File: src/rtl/generador_selector_s_pkg.sv
// rtl/generador_selector_s_pkg.sv - shared debounce state encoding and S width default
package generador_selector_s_pkg;

  // Debounce FSM states; the encoding is visible on estado_dbg LEDs
  typedef enum logic [1:0] {
    REPOSO   = 2'd0,
    CONFIRMA = 2'd1,
    PULSADO  = 2'd2,
    SUELTA   = 2'd3
  } estadoDeb_t;

  localparam int ANCHO_S_DEF = 2;

endpackage

File: src/rtl/generador_selector_s_antirrebote.sv
// rtl/generador_selector_s_antirrebote.sv - push-button synchroniser and debounce FSM
module antirrebote
  import generador_selector_s_pkg::*;
#(
  parameter int DEB_CICLOS = 1_000_000
) (
  input  logic       clk,
  input  logic       rst_n,
  input  logic       btn_in,
  output logic       paso,
  output logic [1:0] estado
);

  localparam int CNT_W = (DEB_CICLOS > 2) ? $clog2(DEB_CICLOS) : 1;
  // The edge that leaves a confirming state brings the count to DEB_CICLOS-1
  localparam logic [CNT_W-1:0] CNT_FIN = CNT_W'((DEB_CICLOS > 1) ? DEB_CICLOS - 2 : 0);

  logic             btnMeta;
  logic             btnS;
  estadoDeb_t       estadoQ;
  logic [CNT_W-1:0] cnt;

  // Two-flop synchroniser for the raw, bouncing button
  always_ff @(posedge clk or negedge rst_n) begin
    if (!rst_n) begin
      btnMeta <= 1'b0;
      btnS    <= 1'b0;
    end else begin
      btnMeta <= btn_in;
      btnS    <= btnMeta;
    end
  end

  // Debounce FSM: a level is accepted after DEB_CICLOS stable cycles; paso fires once per press
  always_ff @(posedge clk or negedge rst_n) begin
    if (!rst_n) begin
      estadoQ <= REPOSO;
      cnt     <= '0;
      paso    <= 1'b0;
    end else begin
      paso <= 1'b0;
      case (estadoQ)
        REPOSO: begin
          if (btnS) begin
            estadoQ <= CONFIRMA;
            cnt     <= '0;
          end
        end
        CONFIRMA: begin
          if (!btnS) begin
            estadoQ <= REPOSO;
          end else begin
            cnt <= cnt + CNT_W'(1);
            if (cnt == CNT_FIN) begin
              estadoQ <= PULSADO;
              paso    <= 1'b1;
            end
          end
        end
        PULSADO: begin
          if (!btnS) begin
            estadoQ <= SUELTA;
            cnt     <= '0;
          end
        end
        SUELTA: begin
          // A bounce during release goes back to PULSADO without a second step
          if (btnS) begin
            estadoQ <= PULSADO;
          end else begin
            cnt <= cnt + CNT_W'(1);
            if (cnt == CNT_FIN) begin
              estadoQ <= REPOSO;
            end
          end
        end
        default: estadoQ <= REPOSO;
      endcase
    end
  end

  assign estado = estadoQ;

endmodule

File: src/rtl/generador_selector_s.sv
// rtl/generador_selector_s.sv - 2-bit S code generator driven by a debounced button or auto-run
module generador_selector_s
  import generador_selector_s_pkg::*;
#(
  parameter int DEB_CICLOS   = 1_000_000,
  parameter int PERIODO_AUTO = 50_000_000,
  parameter int ANCHO_S      = ANCHO_S_DEF
) (
  input  logic               clk,
  input  logic               rst_n,
  input  logic               btn_paso,
  input  logic               sw_auto,
  input  logic               clr,
  output logic [ANCHO_S-1:0] S,
  output logic               s_cambio,
  output logic [1:0]         estado_dbg
);

  localparam int PRE_W = (PERIODO_AUTO > 2) ? $clog2(PERIODO_AUTO) : 1;
  localparam logic [PRE_W-1:0] PRE_FIN = PRE_W'((PERIODO_AUTO > 1) ? PERIODO_AUTO - 1 : 0);

  logic               paso;
  logic               swMeta;
  logic               swS;
  logic [PRE_W-1:0]   pre;
  logic               tickAuto;
  logic [ANCHO_S-1:0] sNext;

  antirrebote #(
    .DEB_CICLOS(DEB_CICLOS)
  ) uAntirrebote (
    .clk   (clk),
    .rst_n (rst_n),
    .btn_in(btn_paso),
    .paso  (paso),
    .estado(estado_dbg)
  );

  // Two-flop synchroniser for the raw mode switch
  always_ff @(posedge clk or negedge rst_n) begin
    if (!rst_n) begin
      swMeta <= 1'b0;
      swS    <= 1'b0;
    end else begin
      swMeta <= sw_auto;
      swS    <= swMeta;
    end
  end

  // Next S: clr wins, then the auto tick in auto mode or a debounced step in manual mode
  always_comb begin
    tickAuto = swS && (pre == PRE_FIN);
    sNext    = S;
    if (clr) begin
      sNext = '0;
    end else if (swS) begin
      if (tickAuto) sNext = S + ANCHO_S'(1);
    end else if (paso) begin
      sNext = S + ANCHO_S'(1);
    end
  end

  // Prescaler held at 0 outside auto mode so each entry into auto mode starts a full period
  always_ff @(posedge clk or negedge rst_n) begin
    if (!rst_n) begin
      pre <= '0;
    end else if (clr || !swS || tickAuto) begin
      pre <= '0;
    end else begin
      pre <= pre + PRE_W'(1);
    end
  end

  // S register; s_cambio is registered alongside it so both show the new code in the same cycle
  always_ff @(posedge clk or negedge rst_n) begin
    if (!rst_n) begin
      S        <= '0;
      s_cambio <= 1'b0;
    end else begin
      S        <= sNext;
      s_cambio <= (sNext != S);
    end
  end

endmodule
File: config.mk
export PLATFORM = sky130hd
export DESIGN_NAME = generador_selector_s
export DESIGN_NICKNAME = d
export VERILOG_FILES = /design/src/rtl/generador_selector_s_pkg.sv /design/src/rtl/generador_selector_s_antirrebote.sv /design/src/rtl/generador_selector_s.sv
export SDC_FILE = /design/constraint.sdc
export NUM_CORES = 1
export LEC_CHECK = 0
export ABC_AREA = 1
export ABC_CLOCK_PERIOD_IN_PS = 1670
export CAP_MARGIN = 15
export CORE_MARGIN = 3
export CORE_UTILIZATION = 49
export DETAILED_ROUTE_END_ITERATION = 7
export PLACE_DENSITY = 0.68
export RECOVER_POWER = 100
export SLEW_MARGIN = 20
export SYNTH_ARGS = -nofsm -noshare
export SYNTH_HDL_FRONTEND = slang
export SYNTH_SLANG_ARGS = --single-unit
File: constraint.sdc
create_clock -name clk -period 1.67 [get_ports clk]
set_input_delay 0.2505 -clock clk [delete_from_list [all_inputs] [get_ports clk]]
set_output_delay 0.2505 -clock clk [all_outputs]
set_load 0.02 [all_outputs]
==> out/qor.yml <==
final_layout:
  layout_common_cells: "66 x nand2_1, 56 x dfrtp_1, 54 x nor2_1, 47 x inv_1, 20 x a21oi_1"
  drive_gt1_share_pct: 15.52
  reg_top3: "pre x26, uAntirrebote.cnt x20, S x2"
  antenna_cells: 0
  final_common_cell: "nand2_1"
  largest_reg_flops: 26
  fin_nets: 413
  stdcell_count: 481
  top_register: "pre"
  area_delta_synth_final_pct: 13.42
floorplan:
  die_area_sq_um: 7244
  die_w_um: 85.11
  die_h_um: 85.11
  coreArea_sq_um: 5991
  start_util_pct: 51.19
  ios: 10
  fp-row-count: 28
placed_design:
  place_ws_ps: 30.37
  gp_congestion: 0.9155
  numPortBuffers: 9
  dp_cells: 463
  dp_hpwl_um: 4605
logic_synthesis:
  syn_area_per_cell_sq_um: 8.222
  yosys_most_used_dff: "dfrtp_1"
  synth_cell_types: 38
  synthCells: 373
  netlist_area_sq_um: 3067
  synth-edff-count: 0
  ys_seq_elements: 56
  synth-seq-area-share_pct: 45.70
  syn_nets: 381
  yosysWarnings: 0
  async_flop_share_pct: 100.0
timing:
  tightest_slew_ps: 751.6
  rsz0062_at_grt: "true"
  post-route-min-period_ps: 1623
  timing.final.crit_share_pct: 97.21
  drv_slew: 0
  hold_viol_final: 0
  finalSetupViolCount: 0
  clock.fmax_mhz: 616.0
  setup_slack_ps: 46.66
  skew_ps: 14.86
  max_slew_margin_pct: 49.89
drt:
  drtIter0Drc: 145
  wirelength_um: 6228
  drt_first_pass_iters: 4
  vias: 2536
  via_per_inst: 5.272
  drc: 0
  wire_per_inst_um: 12.95
  ant_nets: 0
global_routing:
  grt-busiest-layer: "met2"
  track_usage_pct: 18.37
  grtUsageMet1_pct: 24.17
  grt_use_met3_pct: 3.786
  grt_max_degree: 57
  grt_util_met2_pct: 30.30
  grt_pass1_wl_um: 10810
  antenna_found_initial: 0
  first_global_vias: 2414
  overflow: 0
power_and_ir_drop:
  power_density_nw_per_um2: 676.6
  clockPowerShare_pct: 32.0
  leakage_nw: 1.508
  internal_power_mw: 1.756
  power_frac_seq_pct: 60.4
  swShare_pct: 25.41
  p_switching_mw: 0.5979
  irDropWorstVdd_v: 0.0004977
  power_frac_comb_pct: 7.6
clock_network:
  cts.reportedPaths.clkPinSlew_ps: 110
  tritoncts.num_buffers: 5
  clockBufferDepth: 2
  cts_tree: "yes"
  clkSinkCount: 56
  clockRootBuffer: "clkbuf_8"
  clock_latency_ps: 320
  htreeDepth: 2
hold_path:
  hold_path.class: "reg2reg"
critical_path:
  path_max_fanout: 4
  critPathCaptureType: "register"
  arrival_ps: 1830
  cp.required_ps: 1880
  critPathLaunchType: "register"
  crit_type: "reg2reg"
outcome:
  status: "complete, no violations"
run:
  cap_violations: 0
-- power by group through the flow --
| stage | Sequential, mW | Combinational, mW | Clock (mW) |
|---|---|---|---|
| 5_1_grt | 1.43 | 0.206 | 0.843 |
| 2_1_floorplan | 1.45 | 0.0847 | 0 |
| 4_1_cts | 1.42 | 0.176 | 0.784 |
| 3_3_place_gp | 1.44 | 0.173 | 0 |
| 6_report | 1.42 | 0.179 | 0.754 |
| 3_5_place_dp | 1.45 | 0.175 | 0 |
-- worst paths after layout --
check                           slack [ps]  cells past startpoint                 start                end
worst max-delay path                    50                      8                pre[0]            pre[18]
worst min-delay path                   370                      0  uAntirrebote.btnMeta  uAntirrebote.btnS
worst max register to register          50                      8                pre[0]            pre[18]
worst min register to register         370                      0  uAntirrebote.btnMeta  uAntirrebote.btnS
max in group asynchronous              540                      3                 rst_n             pre[6]
min in group asynchronous              630                      3                 rst_n            pre[24]
-- Yosys cell counts, types with 3 or more instances --
cell type | number | area [sq um]
nor2_1 | 55 | 206.5
nand4_1 | 12 | 75.07
and3_1 | 3 | 18.77
xor2_1 | 7 | 61.31
ha_1 | 3 | 37.54
nor3b_1 | 3 | 22.52
nand2_2 | 3 | 18.77
a21oi_1 | 20 | 100.1
nor2_4 | 3 | 33.78
nand3_2 | 4 | 40.04
nand2_1 | 67 | 251.5
inv_1 | 48 | 180.2
nor4_1 | 3 | 18.77
xnor2_1 | 4 | 35.03
nand3_1 | 14 | 70.07
nor3_1 | 16 | 80.08
nor3_2 | 8 | 80.08
o21ai_0 | 13 | 65.06
dfrtp_1 | 56 | 1401
nor2_2 | 5 | 31.28
-- worst max-delay path: stages, from the launching register on --
cell,delay (ps)
dfrtp_1,410
ha_4,180
nand3_4,100
nor3_4,250
nand2_2,140
nor2_4,180
nand3_2,100
nor2_2,110
nor3b_2,50
-- what timing repair did --
item                                    CTS  global route
pin swaps                                 0             6
resized for setup                         2            12
endpoints found under the setup margin    2            40
buffers inserted                          0             9
hold endpoints to repair                 56             0
hold buffers                              1             0
-- per-layer routing --
layer	up-vias	share of wire, %
met5	-	0
met1	1221	47
li1	1273	-
met3	11	3.1
met4	0	1.4
met2	31	48
-- layout make-up --
class                           count  area, sq um
Tap cell                           75        93.84
Clock inverter                      3        23.77
Fill cell                         565         2512
Inverter                           50        187.7
Multi-Input combinational cell    263         1469
Sequential cell                    56         1401
Timing Repair Buffer               29        234.0
Clock buffer                        5        68.82
-- cell families after synthesis --
group,after synthesis,synth area share (%)
adder cells (fa/ha/maj),3,1.224
AO/OA/AOI/OAI,43,7.834
AND/OR/NAND/NOR,205,34.52
flip-flops,56,45.70
XOR/XNOR,11,3.141
multiplexers,1,0.3264
buffers and inverters,54,7.262
-- through the flow --
step           TNS [ps]  hold slack [ps]  cell area, sq um  utilization [%]  total power, mW
3_5_place_dp          0            274.9              3311            55.26            1.621
3_3_place_gp          0            273.9              3311            55.26            1.618
4_1_cts               0            361.4              3411            56.93            2.379
6_report              0            368.1              3478            58.06            2.353
5_1_grt          -85.18            379.3              3478            58.06            2.475
2_1_floorplan         0           -45.09              3067                -            1.532
(Power assumes the default switching activity.)
